`src/rtl/mux_cfg_loader.sv`:
```
// -----------------------------------------------------------------------------
// mux_cfg_loader
//
// Configuration sequencer for two-level transmission-gate routing muxes.
// Collects one binary select index per mux over a valid/ready stream, encodes
// each index into the two one-hot mem fields the mux needs (first level of
// L1_SIZE gates, second level of L2_SIZE gates) and shifts the whole frame
// serially into the configuration flip-flop chain. The chain cells generate
// mem_inv themselves; this block only drives ccff_head/ccff_en.
//
// Ports:
//   prog_clk    in   programming clock, all logic on its rising edge
//   prog_reset  in   synchronous, active-high reset
//   start       in   single-cycle load request, honoured only when idle
//   sel_valid   in   select beat valid
//   sel_ready   out  block can accept a select beat (high only while loading)
//   sel_data    in   select index for the next mux, mux 0 first
//   ccff_head   out  serial configuration bit into the chain (registered)
//   ccff_en     out  chain shift enable (registered)
//   busy        out  high whenever the sequencer is not idle
//   done        out  one-cycle pulse once the frame is fully shifted
//   err_range   out  sticky: an out-of-range select was accepted this load
//
// Serial order: mux NUM_MUX-1 first, mux 0 last; within a mux mem[MEM_BITS-1]
// first, mem[0] last. An out-of-range select encodes as all zeros, which leaves
// that mux disconnected.
// -----------------------------------------------------------------------------
module mux_cfg_loader #(
   parameter  int NUM_MUX  = 4,
   parameter  int L1_SIZE  = 3,
   parameter  int L2_SIZE  = 4,
   localparam int MEM_BITS = L1_SIZE + L2_SIZE,
   localparam int TOTAL    = NUM_MUX * MEM_BITS,
   localparam int NUM_SEL  = L1_SIZE * L2_SIZE,
   localparam int SEL_W    = (NUM_SEL > 1) ? $clog2(NUM_SEL) : 1
) (
   input  logic             prog_clk,
   input  logic             prog_reset,
   input  logic             start,
   input  logic             sel_valid,
   output logic             sel_ready,
   input  logic [SEL_W-1:0] sel_data,
   output logic             ccff_head,
   output logic             ccff_en,
   output logic             busy,
   output logic             done,
   output logic             err_range
);

   // Slot counter must be able to hold NUM_MUX; bit counter covers 0..TOTAL-1.
   localparam int CNT_W = $clog2(NUM_MUX + 1);
   localparam int BIT_W = $clog2(TOTAL + 1);

   localparam logic [2:0] S_IDLE   = 3'd0;
   localparam logic [2:0] S_LOAD   = 3'd1;
   localparam logic [2:0] S_ENCODE = 3'd2;
   localparam logic [2:0] S_SHIFT  = 3'd3;
   localparam logic [2:0] S_DONE   = 3'd4;

   logic [2:0]       state_q,     state_d;
   logic [CNT_W-1:0] slot_cnt_q,  slot_cnt_d;
   logic [BIT_W-1:0] bit_cnt_q,   bit_cnt_d;
   logic [TOTAL-1:0] shreg_q,     shreg_d;
   logic             ccff_en_q,   ccff_en_d;
   logic             ccff_head_q, ccff_head_d;
   logic             err_range_q, err_range_d;
   logic [SEL_W-1:0] slots_q [NUM_MUX];
   logic [SEL_W-1:0] slots_d [NUM_MUX];
   logic [TOTAL-1:0] frame;

   // One mux worth of mem bits: low field one-hot at s mod L1_SIZE, high field
   // one-hot at s div L1_SIZE. Illegal indices give all zeros.
   function automatic logic [MEM_BITS-1:0] encode_sel(input logic [SEL_W-1:0] sel);
      logic [MEM_BITS-1:0] mem;
      int                  s;
      mem = '0;
      s   = int'(sel);
      if (s < NUM_SEL) begin
         for (int j = 0; j < MEM_BITS; j++) begin
            if (j < L1_SIZE) mem[j] = (s % L1_SIZE == j);
            else             mem[j] = (s / L1_SIZE == j - L1_SIZE);
         end
      end
      return mem;
   endfunction

   // Mux m occupies frame[m*MEM_BITS +: MEM_BITS], so the frame MSB is
   // mem[MEM_BITS-1] of the last mux, which is the first bit on the wire.
   always_comb begin
      frame = '0;
      for (int m = 0; m < NUM_MUX; m++) begin
         frame[m*MEM_BITS +: MEM_BITS] = encode_sel(slots_q[m]);
      end
   end

   // NOTE: every variable gets a default before the case so no path leaves it
   // unassigned; otherwise synthesis infers a latch.
   always_comb begin
      state_d     = state_q;
      slot_cnt_d  = slot_cnt_q;
      bit_cnt_d   = bit_cnt_q;
      shreg_d     = shreg_q;
      ccff_en_d   = 1'b0;
      ccff_head_d = 1'b0;
      err_range_d = err_range_q;
      slots_d     = slots_q;

      case (state_q)
         S_IDLE: begin
            if (start) begin
               state_d     = S_LOAD;
               slot_cnt_d  = '0;
               err_range_d = 1'b0;
            end
         end

         S_LOAD: begin
            // sel_ready is high throughout LOAD, so sel_valid alone is a transfer.
            if (sel_valid) begin
               for (int i = 0; i < NUM_MUX; i++) begin
                  if (slot_cnt_q == CNT_W'(i)) slots_d[i] = sel_data;
               end
               if (int'(sel_data) >= NUM_SEL) err_range_d = 1'b1;
               slot_cnt_d = slot_cnt_q + 1'b1;
               if (slot_cnt_q == CNT_W'(NUM_MUX - 1)) state_d = S_ENCODE;
            end
         end

         S_ENCODE: begin
            // The first bit goes straight to the output flop, so the shift
            // register is loaded already advanced by one position.
            ccff_en_d   = 1'b1;
            ccff_head_d = frame[TOTAL-1];
            shreg_d     = frame << 1;
            bit_cnt_d   = '0;
            state_d     = S_SHIFT;
         end

         S_SHIFT: begin
            // bit_cnt_q counts the cycle currently presenting ccff_en=1.
            bit_cnt_d = bit_cnt_q + 1'b1;
            if (bit_cnt_q == BIT_W'(TOTAL - 1)) begin
               state_d = S_DONE;
            end else begin
               ccff_en_d   = 1'b1;
               ccff_head_d = shreg_q[TOTAL-1];
               shreg_d     = shreg_q << 1;
            end
         end

         S_DONE: begin
            state_d = S_IDLE;
         end

         default: begin
            state_d = S_IDLE;
         end
      endcase
   end

   // NOTE: state uses non-blocking assignments so every flop samples the
   // values from before the edge, independent of statement order.
   always_ff @(posedge prog_clk) begin
      if (prog_reset) begin
         state_q     <= S_IDLE;
         slot_cnt_q  <= '0;
         bit_cnt_q   <= '0;
         shreg_q     <= '0;
         ccff_en_q   <= 1'b0;
         ccff_head_q <= 1'b0;
         err_range_q <= 1'b0;
      end else begin
         state_q     <= state_d;
         slot_cnt_q  <= slot_cnt_d;
         bit_cnt_q   <= bit_cnt_d;
         shreg_q     <= shreg_d;
         ccff_en_q   <= ccff_en_d;
         ccff_head_q <= ccff_head_d;
         err_range_q <= err_range_d;
      end
   end

   // NOTE: the slot storage is deliberately not reset; every slot is written
   // in LOAD before ENCODE reads it, so a reset would only cost routing.
   always_ff @(posedge prog_clk) begin
      slots_q <= slots_d;
   end

   assign sel_ready = (state_q == S_LOAD);
   assign busy      = (state_q != S_IDLE);
   assign done      = (state_q == S_DONE);
   assign ccff_en   = ccff_en_q;
   assign ccff_head = ccff_head_q;
   assign err_range = err_range_q;

endmodule

```
`config.mk`:
```
export PLATFORM = sky130hd
export DESIGN_NAME = mux_cfg_loader
export DESIGN_NICKNAME = d
export VERILOG_FILES = /design/src/rtl/mux_cfg_loader.sv
export SDC_FILE = /design/constraint.sdc
export NUM_CORES = 1
export LEC_CHECK = 0
export CAP_MARGIN = 20
export CORE_ASPECT_RATIO = 0.6
export CORE_UTILIZATION = 45
export CTS_CLUSTER_DIAMETER = 80
export DETAILED_ROUTE_END_ITERATION = 16
export PLACE_DENSITY = 0.62
export SLEW_MARGIN = 10
export SYNTH_ARGS = -nofsm -noshare
export SYNTH_HDL_FRONTEND = slang
export SYNTH_SLANG_ARGS = --single-unit
```
`constraint.sdc`:
```
create_clock -name prog_clk -period 3.6 [get_ports prog_clk]
set_input_delay 1.08 -clock prog_clk [delete_from_list [all_inputs] [get_ports prog_clk]]
set_output_delay 1.08 -clock prog_clk [all_outputs]
set_load 0.03 [all_outputs]
```
; After elaboration in Yosys (flattened, before gate mapping)
; Cells that the tools add are included.
[totals]
register_bits = 58
input_bits = 8
output_inout_bits = 6
wordCells = 104
[classes]
addsub = 2
div_mod_pow = 8
n_lt_le_gt_ge = 5
eq_ne = 34
muxes = 23
n_reduce_logical = 21
[op_table]
columns = op, count
row1 = == test 32 x 3 -> 1 bit (second input constant), 12
row2 = == test 32 x 2 -> 1 bit (second input constant), 8
row3 = logical NOT 32 bit, 8
row4 = divider 5 x 3 -> 32 bit (second input constant), 4
row5 = remainder unit 5 x 3 -> 32 bit (second input constant), 4
row6 = case mux 28 bit (2 select lines), 1
row7 = two-way mux 28 bit, 1
row8 = two-way mux 7 bit, 4
row9 = two-way mux 3 bit, 6
row10 = less-than comparator 4 bit (second input constant), 4
row11 = AND reduction 3 bit, 5
row12 = == test 3 x 2 -> 1 bit (second input constant), 4
row13 = case mux 3 bit (4 select lines), 1
row14 = case mux 5 bit (2 select lines), 1
row15 = != test 2 bit (second input constant), 4
row16 = AND reduction 4 bit, 2
row17 = == test 3 x 1 -> 1 bit (second input constant), 2
row18 = logical NOT 3 bit, 2
row19 = case mux 1 bit (2 select lines), 3
row20 = case mux 3 bit (2 select lines), 1
row21 = adder 5 x 1 -> 5 bit (second input constant), 1
row22 = == test 5 bit (second input constant), 1
row23 = two-way mux 1 bit, 5
row24 = greater-or-equal comparator 4 bit (second input constant), 1
row25 = other kinds (6), 8

; Longest topological paths before layout
; Gate-level depths: netlist of run 1.
[logic_depth]
depth_word = 4
depth_mapped = 14
depth_no_buf = 13

; Least setup slack after synthesis of run 1
; No wires, ideal clock.
[synth_timing]
path_kind = flip-flop to flip-flop
start = register slots_q[6] in the netlist's numbering
end = register shreg_q[17]
arrival_time_ns = 3.054
setup_slack_ns = 0.467
stages_incl_launch_ff = 15
path_buffers = 1
period_less_slack_ns = 3.133
path_cell_list = edfxtp_1 -> buf_6 -> inv_1 -> nor2_1 -> ha_1 -> a21boi_2 -> or3_1 -> a21boi_0 -> ha_1 -> inv_1 -> a221oi_1 -> a21boi_0 -> nor4_1 -> or3b_1 -> a211oi_2
[synth_via]
elab_chain_cells = 4
elab_cells_between_ends = 5
classes_between = 1 x div / 1 x order compare / 1 x eq/ne / 2 x mux
[synth_lines]
columns = item, line
row1 = "start, declared", 67  ; logic [SEL_W-1:0] slots_q [NUM_MUX];
row2 = "start signal, assigned", 186  ; slots_q <= slots_d;
row3 = remainder unit 5 x 3 -> 32 bit, 80  ; if (j < L1_SIZE) mem[j] = (s % L1_SIZE == j);
row4 = == test 32 x 3 -> 1 bit, 80
row5 = two-way mux 7 bit (*), 78  ; if (s < NUM_SEL) begin
row6 = case mux 28 bit (2 select lines) (*), 108  ; case (state_q)
row7 = "end signal, assigned", 176  ; shreg_q <= shreg_d;
row8 = "end, declared", 63  ; logic [TOTAL-1:0] shreg_q, shreg_d;
; Every way passes the cells marked *; elsewhere a longest branch is shown, timed or not.
; A chain may end at the register's enable or synchronous reset.

; Worst setup path in the final report of run 1
; Same ends and word-level chain as after synthesis.

==> out/metrics.csv, run 1 <==
metric,value,unit
pin count of the biggest net entering global routing,35,
"Power, Total",1.84,mW
critical path capture point type,flip-flop,
global routing met3 resource utilization,0.0529,
buffer type at the clock tree root,sky130_fd_sc_hd__clkbuf_16,
post-synthesis cell type count,75,
buffer depth of the longest clock path,2,
Iteration-0 DRC Markers,291,
skew final,8.41,ps
count of synthesis-stage warnings from yosys,0,
Rel. slew slack,0.402,
register area share after synthesis,0.334,
Finished Core Util,0.549,
dominant cell type by area after synthesis,sky130_fd_sc_hd__dfxtp_1,
Clock Sinks,57,
start-to-end type of the worst setup path,flip-flop to flip-flop,
register bit count reported by yosys,57,
Post-synth EDFFs,16,
total number of nets in the final design,509,
cell total after placement,576,
met2 Track Usage GR,0.320,
accumulated negative setup slack,0,ps
vias post-DR,3539,
slack of the critical path,314,ps
GP Congestion,0.926,
portion of synthesized cell area occupied by the leading cell type,0.210,
worst slew pin tran,893,ps
post-detailed-route via-to-cell ratio,5.98,
CTS Buf Count,9,
Detailed Route WL,9.21,mm
fraction of layout instances using a drive strength above 1,0.0930,
Min Hold Slack,476,ps
result of the run,finished clean,
setup repair after global routing missed its margin,false,
Worst IR Drop VDD,0.000260,V
drt first pass iters,4,
initial cell density of the core,0.480,
cell area after technology mapping,3900,sq um
mean routed wirelength per cell,15.6,um
die height,74.1,um
Synth Instances,468,
Core Region,8130,sq um
share of async-settable or async-resettable flops after synthesis,0,
Rows,25,
Hold/Removal Path Class,flip-flop to flip-flop,
clock slew at reported path FFs,50,ps
peak fanout along the critical path,8,
Final Cell Area,4460,sq um
maximum level of the CTS H-tree,3,
number of input and output port buffers inserted,13,
overall overflow remaining after global route,0,
minimum clock period after layout,3290,ps
number of maximum-capacitance violations,0,
mean cell area of the mapped netlist,8.34,sq um
dominant synthesized flop cell,sky130_fd_sc_hd__dfxtp_1,
Setup WS pre-CTS,241,ps
Antenna Nets Post-Route,0,
antenna diode instance count,0,
highest achievable clock rate,304,MHz
critical path startpoint category,flip-flop,
Setup Buffers After CTS,0,
PD cells,413,nW/um^2
HPWL after detailed placement,6.57,mm
DRC violation count after routing,0,
latest clock arrival within the worst-skew pair,330,ps
number of antenna violations at the first check in global routing,0,
Setup-failing EPs final,0,
CTS tree,done,
"Slew Viols, Final",0,
horizontal die dimension,122,um
Area Growth Syn to Fin,14.4,%
Required @ worst endpoint,3840,ps
via count of the first global-routing pass,3171,
first-pass GRT wire length,15.3,mm
synth top area cells,"sky130_fd_sc_hd__dfxtp_1, sky130_fd_sc_hd__edfxtp_1, sky130_fd_sc_hd__ha_1",
die outline area,9060,sq um
post-synthesis net count,498,
arrival time at the worst endpoint,3530,ps
crit share post-route,0.913,
fraction of met1 tracks used by global routing,0.316,
I/O Pins,14,
fin cells,592,
number of hold-slack violations in the final timing report,0,
static leakage,1.68,nW
cell area after placement,4140,sq um
Top Usage Layer GRT,met2,
total routing resource utilization after global routing,0.219,
## per-layer routing
layer	routed length [um]	vias up
li1	-	1787
met1	4810	1654
met2	3820	88
met3	498	10
met4	85	0
met5	0	-
## cell usage after synthesis, drive strengths merged, types with 3 or more instances
master,instances
o31ai,4
a32oi,6
edfxtp,16
nand2b,8
a211oi,12
nand3,12
and3,10
dfxtp,41
nand4b,5
o211ai,3
o21a,3
nor3b,3
a22oi,3
ha,22
nor3,28
buf,9
or3b,4
nand2,20
o21ai,22
nor2b,10
a21o,4
nand4,3
a21oi,39
nand3b,5
o22ai,6
a221oi,10
and2,9
nor2,58
a21boi,7
clkbuf,14
a31oi,4
inv,19
o21bai,5
or3,10
## critical path, stage by stage (launching register included)
cell,delay (ps)
sky130_fd_sc_hd__edfxtp_1,440
sky130_fd_sc_hd__inv_1,80
sky130_fd_sc_hd__nor2_1,240
sky130_fd_sc_hd__ha_1,360
sky130_fd_sc_hd__a21boi_4,290
sky130_fd_sc_hd__or3_1,180
sky130_fd_sc_hd__a21boi_1,100
sky130_fd_sc_hd__ha_1,190
sky130_fd_sc_hd__inv_1,80
sky130_fd_sc_hd__o2111ai_1,190
sky130_fd_sc_hd__xor2_1,190
sky130_fd_sc_hd__nor4_1,250
sky130_fd_sc_hd__or3b_1,400
sky130_fd_sc_hd__a211oi_2,210
## power by group
group	switching [mW]	internal (mW)	total, mW
Clock	0.290	0.604	0.894
Sequential	0.0228	0.693	0.716
Combinational	0.143	0.0914	0.234
## layout by cell type, fill, tap and decap left out, types with 4 or more instances in the layout
cell type                         Yosys  routed
sky130_fd_sc_hd__nand3b_1             5       5
sky130_fd_sc_hd__or3b_1               4       4
sky130_fd_sc_hd__nand3_1             12      12
sky130_fd_sc_hd__or3_1                8       8
sky130_fd_sc_hd__and3_1               9       9
sky130_fd_sc_hd__a221oi_1            10      10
sky130_fd_sc_hd__nor2b_1              9       8
sky130_fd_sc_hd__nor3_1              27      27
sky130_fd_sc_hd__a21o_1               4       4
sky130_fd_sc_hd__a21oi_1             39      39
sky130_fd_sc_hd__o31ai_1              4       4
sky130_fd_sc_hd__nor2_1              58      57
sky130_fd_sc_hd__buf_4                2       9
sky130_fd_sc_hd__inv_1               18      18
sky130_fd_sc_hd__nand2_1             20      20
sky130_fd_sc_hd__ha_1                22      22
sky130_fd_sc_hd__o21bai_1             5       5
sky130_fd_sc_hd__edfxtp_1            16      16
sky130_fd_sc_hd__clkbuf_16            0       9
sky130_fd_sc_hd__a211oi_1            11      11
sky130_fd_sc_hd__o22ai_1              6       6
sky130_fd_sc_hd__nand4b_1             4       4
sky130_fd_sc_hd__dfxtp_1             41      41
sky130_fd_sc_hd__o21ai_0             21      21
sky130_fd_sc_hd__a32oi_1              6       6
sky130_fd_sc_hd__clkdlybuf4s50_1      0      13
sky130_fd_sc_hd__nand2b_1             8       8
sky130_fd_sc_hd__a31oi_1              4       4
sky130_fd_sc_hd__and2_1               9       9
## final timing paths
check / startpoint / to / slack (ps) / depth (start not counted)
max: slots_q[6]$_DFFE_PP_ / shreg_q[17]$_SDFFE_PP0P_ / 310 / 13
min: shreg_q[1]$_SDFFE_PP0P_ / shreg_q[1]$_SDFFE_PP0P_ / 480 / 2
max reg2reg: slots_q[6]$_DFFE_PP_ / shreg_q[17]$_SDFFE_PP0P_ / 310 / 13
min reg2reg: shreg_q[1]$_SDFFE_PP0P_ / shreg_q[1]$_SDFFE_PP0P_ / 480 / 2
## layout make-up
cell class,instances,area [sq um]
fill,774,3670
multi-input combinational,369,2430
sequential,57,1300
clock buffer,11,233
timing repair buffer,23,218
tap,108,135
clock inverter,5,80.1
inverter,19,71.3
## flip-flops by register name, indices dropped and copies added, names as in the netlist
| signal | count |
|---|---|
| shreg_q | 27 |
| ccff_head | 1 |
| slot_cnt_q | 3 |
| slots_q | 16 |
| state_q | 3 |
| ccff_en | 1 |
| err_range | 1 |
| bit_cnt_q | 5 |
## cells by family after synthesis
kind of cell	share of synthesized area
AND/OR/NAND/NOR	0.279
AO/OA/AOI/OAI	0.257
flip-flops	0.334
buffers and inverters	0.0478
adder cells (fa/ha/maj)	0.0706
XOR/XNOR	0.00674
multiplexers	0.00545
## what timing repair did
item,4_1_cts,5_1_grt
gates resized for setup,0,3
hold buffers,0,0
endpoints found under the setup margin,0,3
Note: power is estimated with default switching activity, not from simulation.
==> inputs of run 2 (changes only) <==
==> constraint.sdc (replaced) <==
create_clock -name prog_clk -period 3.6 [get_ports prog_clk]
set_input_delay 0.72 -clock prog_clk [delete_from_list [all_inputs] [get_ports prog_clk]]
set_output_delay 0.72 -clock prog_clk [all_outputs]
set_load 0.03 [all_outputs]
==> run 2 against run 1 <==
  * Non-clock buffer count is 3 higher
  * Routed wire length is 2.3% higher
  * Worst hold slack better by 9.9 ps
  * Cell count is 0.51% higher
  * Clock skew hardly changed
  * Setup slack worse by 41 ps
  * Sequential cell count stayed put
  * Largest power group unchanged
  * Core utilization is 0.29 points lower
  * Register-to-register slack worse by 40 ps
  * Die area stayed put
  * Critical path type unchanged
  * Global-route usage is 0.50 points higher
==> out/metrics.csv, run 2 (synthesis results as in run 1) <==
metric,value,unit,change
result of the run,finished clean,,unchanged
HPWL after detailed placement,6.83,mm,was 6.57 mm
arrival time at the worst endpoint,3580,ps,was 3530 ps
highest achievable clock rate,301,MHz,was 304 MHz
accumulated negative setup slack,0,ps,unchanged
fraction of layout instances using a drive strength above 1,0.0965,,was 0.0930
Core Region,8130,sq um,unchanged
vias post-DR,3584,,was 3539
Worst IR Drop VDD,0.000254,V,was 0.000260 V
Rows,25,,unchanged
Reg with most FFs,shreg_q,,unchanged
start-to-end type of the worst setup path,flip-flop to flip-flop,,unchanged
global routing met3 resource utilization,0.0637,,was 0.0529
horizontal die dimension,122,um,unchanged
number of antenna violations at the first check in global routing,0,,unchanged
skew final,8.28,ps,was 8.41 ps
"Slew Viols, Final",0,,unchanged
via count of the first global-routing pass,3154,,was 3171
Detailed Route WL,9.43,mm,was 9.21 mm
fraction of met1 tracks used by global routing,0.315,,was 0.316
clock slew at reported path FFs,50,ps,about the same
GP Congestion,0.881,,was 0.926
number of maximum-capacitance violations,0,,unchanged
pin count of the biggest net entering global routing,30,,was 35
slack of the critical path,273,ps,was 314 ps
critical path capture point type,flip-flop,,unchanged
Finished Core Util,0.546,,was 0.549
Area Growth Syn to Fin,13.8,%,was 14.4%
DRC violation count after routing,0,,unchanged
Clock Sinks,57,,unchanged
"most common cell after layout, fill and taps aside",sky130_fd_sc_hd__nor2_1,,unchanged
Iteration-0 DRC Markers,289,,was 291
number of hold-slack violations in the final timing report,0,,unchanged
registers with the most flip-flops,"shreg_q: 27 flops, slots_q: 16 flops, bit_cnt_q: 5 flops",,unchanged
Rel. slew slack,0.451,,was 0.402
total routing resource utilization after global routing,0.224,,was 0.219
post-detailed-route via-to-cell ratio,6.02,,was 5.98
Setup Buffers After CTS,0,,unchanged
setup repair after global routing missed its margin,false,,unchanged
Post-CTS Hold Fix Bufs,0,,unchanged
die height,74.1,um,unchanged
Required @ worst endpoint,3850,ps,was 3840 ps
CTS Buf Count,9,,unchanged
drt first pass iters,4,,unchanged
most used cells in the layout excluding fill and tap cells,"sky130_fd_sc_hd__nor2_1, sky130_fd_sc_hd__dfxtp_1, sky130_fd_sc_hd__a21oi_1, sky130_fd_sc_hd__nor3_1, sky130_fd_sc_hd__ha_1",,unchanged
Antenna Nets Post-Route,0,,unchanged
Top Usage Layer GRT,met2,,unchanged
number of input and output port buffers inserted,13,,unchanged
Hold/Removal Path Class,flip-flop to flip-flop,,unchanged
met2 Track Usage GR,0.340,,was 0.320
overall overflow remaining after global route,0,,unchanged
minimum clock period after layout,3330,ps,was 3290 ps
"Power, Total",1.77,mW,was 1.84 mW
Setup-failing EPs final,0,,unchanged
PD cells,399,nW/um^2,was 413 nW/um^2
buffer depth of the longest clock path,2,,unchanged
CTS tree,done,,unchanged
buffer type at the clock tree root,sky130_fd_sc_hd__clkbuf_16,,unchanged
static leakage,1.68,nW,about the same
total number of nets in the final design,512,,was 509
maximum level of the CTS H-tree,3,,unchanged
worst slew pin tran,821,ps,was 893 ps
Min Hold Slack,486,ps,was 476 ps
peak fanout along the critical path,8,,unchanged
crit share post-route,0.924,,was 0.913
I/O Pins,14,,unchanged
critical path startpoint category,flip-flop,,unchanged
die outline area,9060,sq um,unchanged
Largest register FFs,27,,unchanged
latest clock arrival within the worst-skew pair,330,ps,about the same
mean routed wirelength per cell,15.8,um,was 15.6 um
first-pass GRT wire length,15.5,mm,was 15.3 mm
antenna diode instance count,0,,unchanged
number of resized instances in the post-cts repair step,0,,unchanged
Setup WS pre-CTS,250,ps,was 241 ps
initial cell density of the core,0.480,,unchanged
## run 2: worst paths after layout
kind,start,endpoint,slack [ps],cells past startpoint
worst max-delay path,slots_q[6]$_DFFE_PP_,shreg_q[17]$_SDFFE_PP0P_,270,13
worst min-delay path,shreg_q[1]$_SDFFE_PP0P_,shreg_q[1]$_SDFFE_PP0P_,490,2
worst max register to register,slots_q[6]$_DFFE_PP_,shreg_q[17]$_SDFFE_PP0P_,270,13
worst min register to register,shreg_q[1]$_SDFFE_PP0P_,shreg_q[1]$_SDFFE_PP0P_,490,2
## run 2: power by group
part           internal [mW]  total (mW)  switching (mW)
clock                  0.533       0.820           0.287
combinational         0.0905       0.237           0.146
sequential             0.693       0.716          0.0231
## run 2: cell type report
cell class                 count  area, sq um
fill                         764         3690
multi-input combinational    369         2420
sequential                    57         1300
clock buffer                  11          233
timing repair buffer          26          228
tap                          108          135
inverter                      19         71.3
clock inverter                 5         56.3
## run 2: critical path, cell delays in order (launching register included)
cell and delay [ps]:
sky130_fd_sc_hd__edfxtp_1 400, sky130_fd_sc_hd__inv_1 90, sky130_fd_sc_hd__nor2_1 80, sky130_fd_sc_hd__ha_1 280
sky130_fd_sc_hd__a21boi_2 230, sky130_fd_sc_hd__or3_1 400, sky130_fd_sc_hd__a21boi_1 230, sky130_fd_sc_hd__ha_1 190
sky130_fd_sc_hd__inv_1 60, sky130_fd_sc_hd__a221oi_1 210, sky130_fd_sc_hd__a21boi_0 160, sky130_fd_sc_hd__nor4_1 320
sky130_fd_sc_hd__or3b_1 400, sky130_fd_sc_hd__a211oi_2 200
## run 2: metal layers
layer  vias to the layer above  routed length, um
met5                         -                  0
met4                         0                 53
met3                         8                539
met2                        97               3980
met1                      1684               4850
li1                       1795                  -
## run 2: stage by stage
stage	cells	cell area, sq um
after floorplan	468	3900
after global placement	579	4150
after detailed placement	579	4150
after global routing	595	4440
after CTS	595	4440
final	595	4440
==> inputs of run 3 (changes only) <==
ABC_CLOCK_PERIOD_IN_PS = 3600   (was default)
CORE_MARGIN = 10   (was default)
==> run 3 against run 2 <==
  * Design area increased by 0.62%
  * Largest power group unchanged
  * Die area is 43% higher
  * Largest cell class unchanged
  * Critical endpoint unchanged
  * Setup slack lost 36 ps
  * Critical path depth stayed put
  * Global-route usage shrank 8.2 points
  * Core utilization is 2.0 points lower
==> out/metrics.csv, run 3 (synthesis results as in run 1) <==
metric,value,unit,change
result of the run,finished clean,,unchanged
pin count of the biggest net entering global routing,42,,was 30
Post-CTS Hold Fix Bufs,0,,unchanged
Hold/Removal Path Class,flip-flop to flip-flop,,unchanged
die height,92.1,um,was 74.1 um
worst slew pin tran,773,ps,was 821 ps
FF+latch area,1300,sq um,unchanged
I/O Pins,14,,unchanged
accumulated negative setup slack,0,ps,unchanged
number of antenna violations at the first check in global routing,0,,unchanged
Rel. slew slack,0.483,,was 0.451
first-pass GRT wire length,15.5,mm,about the same
buffer depth of the longest clock path,2,,unchanged
slack of the critical path,237,ps,was 273 ps
highest achievable clock rate,297,MHz,was 301 MHz
"Slew Viols, Final",0,,unchanged
most used cells in the layout excluding fill and tap cells,"sky130_fd_sc_hd__nor2_1, sky130_fd_sc_hd__dfxtp_1, sky130_fd_sc_hd__a21oi_1, sky130_fd_sc_hd__nor3_1, sky130_fd_sc_hd__ha_1",,unchanged
Required @ worst endpoint,3850,ps,about the same
static leakage,1.69,nW,was 1.68 nW
Final Cell Area,4470,sq um,was 4440 sq um
Setup WS pre-CTS,127,ps,was 250 ps
HPWL after detailed placement,6.73,mm,was 6.83 mm
number of maximum-capacitance violations,0,,unchanged
vias post-DR,3544,,was 3584
setup repair after global routing missed its margin,false,,unchanged
Antenna Nets Post-Route,0,,unchanged
overall overflow remaining after global route,0,,unchanged
Rows,26,,was 25
cell area after placement,4130,sq um,was 4150 sq um
number of input and output port buffers inserted,13,,unchanged
mean routed wirelength per cell,15.7,um,was 15.8 um
arrival time at the worst endpoint,3610,ps,was 3580 ps
minimum clock period after layout,3360,ps,was 3330 ps
GP Congestion,0.872,,was 0.881
antenna diode instance count,0,,unchanged
clock slew at reported path FFs,50,ps,about the same
fill cell count,781,,was 764
NetSw,0.452,mW,was 0.456 mW
Iteration-0 DRC Markers,392,,was 289
footprint of the multi-input gates,2420,sq um,unchanged
buffer type at the clock tree root,sky130_fd_sc_hd__clkbuf_16,,unchanged
CTS tree,done,,unchanged
critical path startpoint category,flip-flop,,unchanged
latest clock arrival within the worst-skew pair,320,ps,was 330 ps
skew final,5.53,ps,was 8.28 ps
horizontal die dimension,140,um,was 122 um
peak fanout along the critical path,8,,unchanged
share of power burned in the clock network,0.482,,was 0.462
fraction of layout instances using a drive strength above 1,0.0986,,was 0.0965
Worst IR Drop VDD,0.000271,V,was 0.000254 V
total number of nets in the final design,512,,unchanged
drt first pass iters,5,,was 4
Largest register FFs,27,,unchanged
Area Growth Syn to Fin,14.5,%,was 13.8%
post-detailed-route via-to-cell ratio,5.92,,was 6.02
switching part of the total,0.246,,was 0.257
Clock Sinks,57,,unchanged
start-to-end type of the worst setup path,flip-flop to flip-flop,,unchanged
initial cell density of the core,0.459,,was 0.480
CTS Buf Count,9,,unchanged
maximum level of the CTS H-tree,3,,unchanged
crit share post-route,0.934,,was 0.924
via count of the first global-routing pass,3172,,was 3154
"most common cell after layout, fill and taps aside",sky130_fd_sc_hd__nor2_1,,unchanged
critical path capture point type,flip-flop,,unchanged
power share of the sequential group,0.390,,was 0.404
Reg with most FFs,shreg_q,,unchanged
DRC violation count after routing,0,,unchanged
Setup-failing EPs final,0,,unchanged
die outline area,12900,sq um,was 9060 sq um
Int Power,1.38,mW,was 1.32 mW
number of hold-slack violations in the final timing report,0,,unchanged
registers with the most flip-flops,"shreg_q: 27 flops, slots_q: 16 flops, bit_cnt_q: 5 flops",,unchanged
Detailed Route WL,9.39,mm,was 9.43 mm
total routing resource utilization after global routing,0.142,,was 0.224
PD cells,411,nW/um^2,was 399 nW/um^2
Comb pwr share,0.128,,was 0.134
Core Region,8490,sq um,was 8130 sq um
==> run 3: cell type report <==
| cell class | instances | share of cell area |
|---|---|---|
| inverters | 19 | 0.0160 |
| repair buffers | 26 | 0.0510 |
| well taps | 112 | 0.0314 |
| multi-input cells | 369 | 0.541 |
| clock inverters | 6 | 0.0185 |
| flip-flops and latches | 57 | 0.291 |
| clock buffers | 10 | 0.0512 |
==> run 3: final timing paths <==
check / from / to / slack [ps] / cells after the start
max: slots_q[6]$_DFFE_PP_ / shreg_q[17]$_SDFFE_PP0P_ / 240 / 13
min: shreg_q[1]$_SDFFE_PP0P_ / shreg_q[1]$_SDFFE_PP0P_ / 480 / 2
max reg2reg: slots_q[6]$_DFFE_PP_ / shreg_q[17]$_SDFFE_PP0P_ / 240 / 13
min reg2reg: shreg_q[1]$_SDFFE_PP0P_ / shreg_q[1]$_SDFFE_PP0P_ / 480 / 2
==> run 3: timing repair <==
| item | 4_1_cts | 5_1_grt |
|---|---|---|
| buffers inserted | 0 | 3 |
| hold endpoints to repair | 0 | 0 |
| setup endpoints to repair | 0 | 1 |
| gates resized for setup | 0 | 1 |
==> run 3: layer usage <==
layer | vias to the layer above | GRT usage | part of all wire
met5 | - | 0 | 0
met4 | 0 | 0.0411 | 0.012
met3 | 10 | 0.0422 | 0.063
met2 | 105 | 0.196 | 0.41
met1 | 1637 | 0.206 | 0.52
li1 | 1792 | - | -
==> run 3: worst max-delay path: stages (launching register included) <==
cell and delay [ps]:
sky130_fd_sc_hd__edfxtp_1 440, sky130_fd_sc_hd__inv_1 90, sky130_fd_sc_hd__nor2_1 220, sky130_fd_sc_hd__ha_1 330
sky130_fd_sc_hd__a21boi_2 330, sky130_fd_sc_hd__or3_1 190, sky130_fd_sc_hd__a21boi_1 100, sky130_fd_sc_hd__ha_1 200
sky130_fd_sc_hd__inv_1 90, sky130_fd_sc_hd__o2111ai_1 210, sky130_fd_sc_hd__xor2_1 190, sky130_fd_sc_hd__nor4_1 280
sky130_fd_sc_hd__or3b_1 390, sky130_fd_sc_hd__a211oi_2 210
==> run 3: power groups by stage <==
| stage | combinational, mW | sequential [mW] | clock [mW] |
|---|---|---|---|
| floorplan | 0.170 | 0.723 | 0 |
| global placement | 0.229 | 0.727 | 0 |
| detailed placement | 0.232 | 0.728 | 0 |
| CTS | 0.234 | 0.715 | 0.900 |
| global route | 0.265 | 0.719 | 0.924 |
| finish | 0.235 | 0.715 | 0.885 |
==> run 3: metrics by stage <==
stage	util	hold slack, ps	instances	power, mW
CTS	0.524	484	596	1.85
detailed placement	0.487	478	580	0.960
floorplan	-	447	468	0.892
finish	0.526	482	599	1.84
global route	0.526	514	599	1.91
global placement	0.487	457	580	0.956
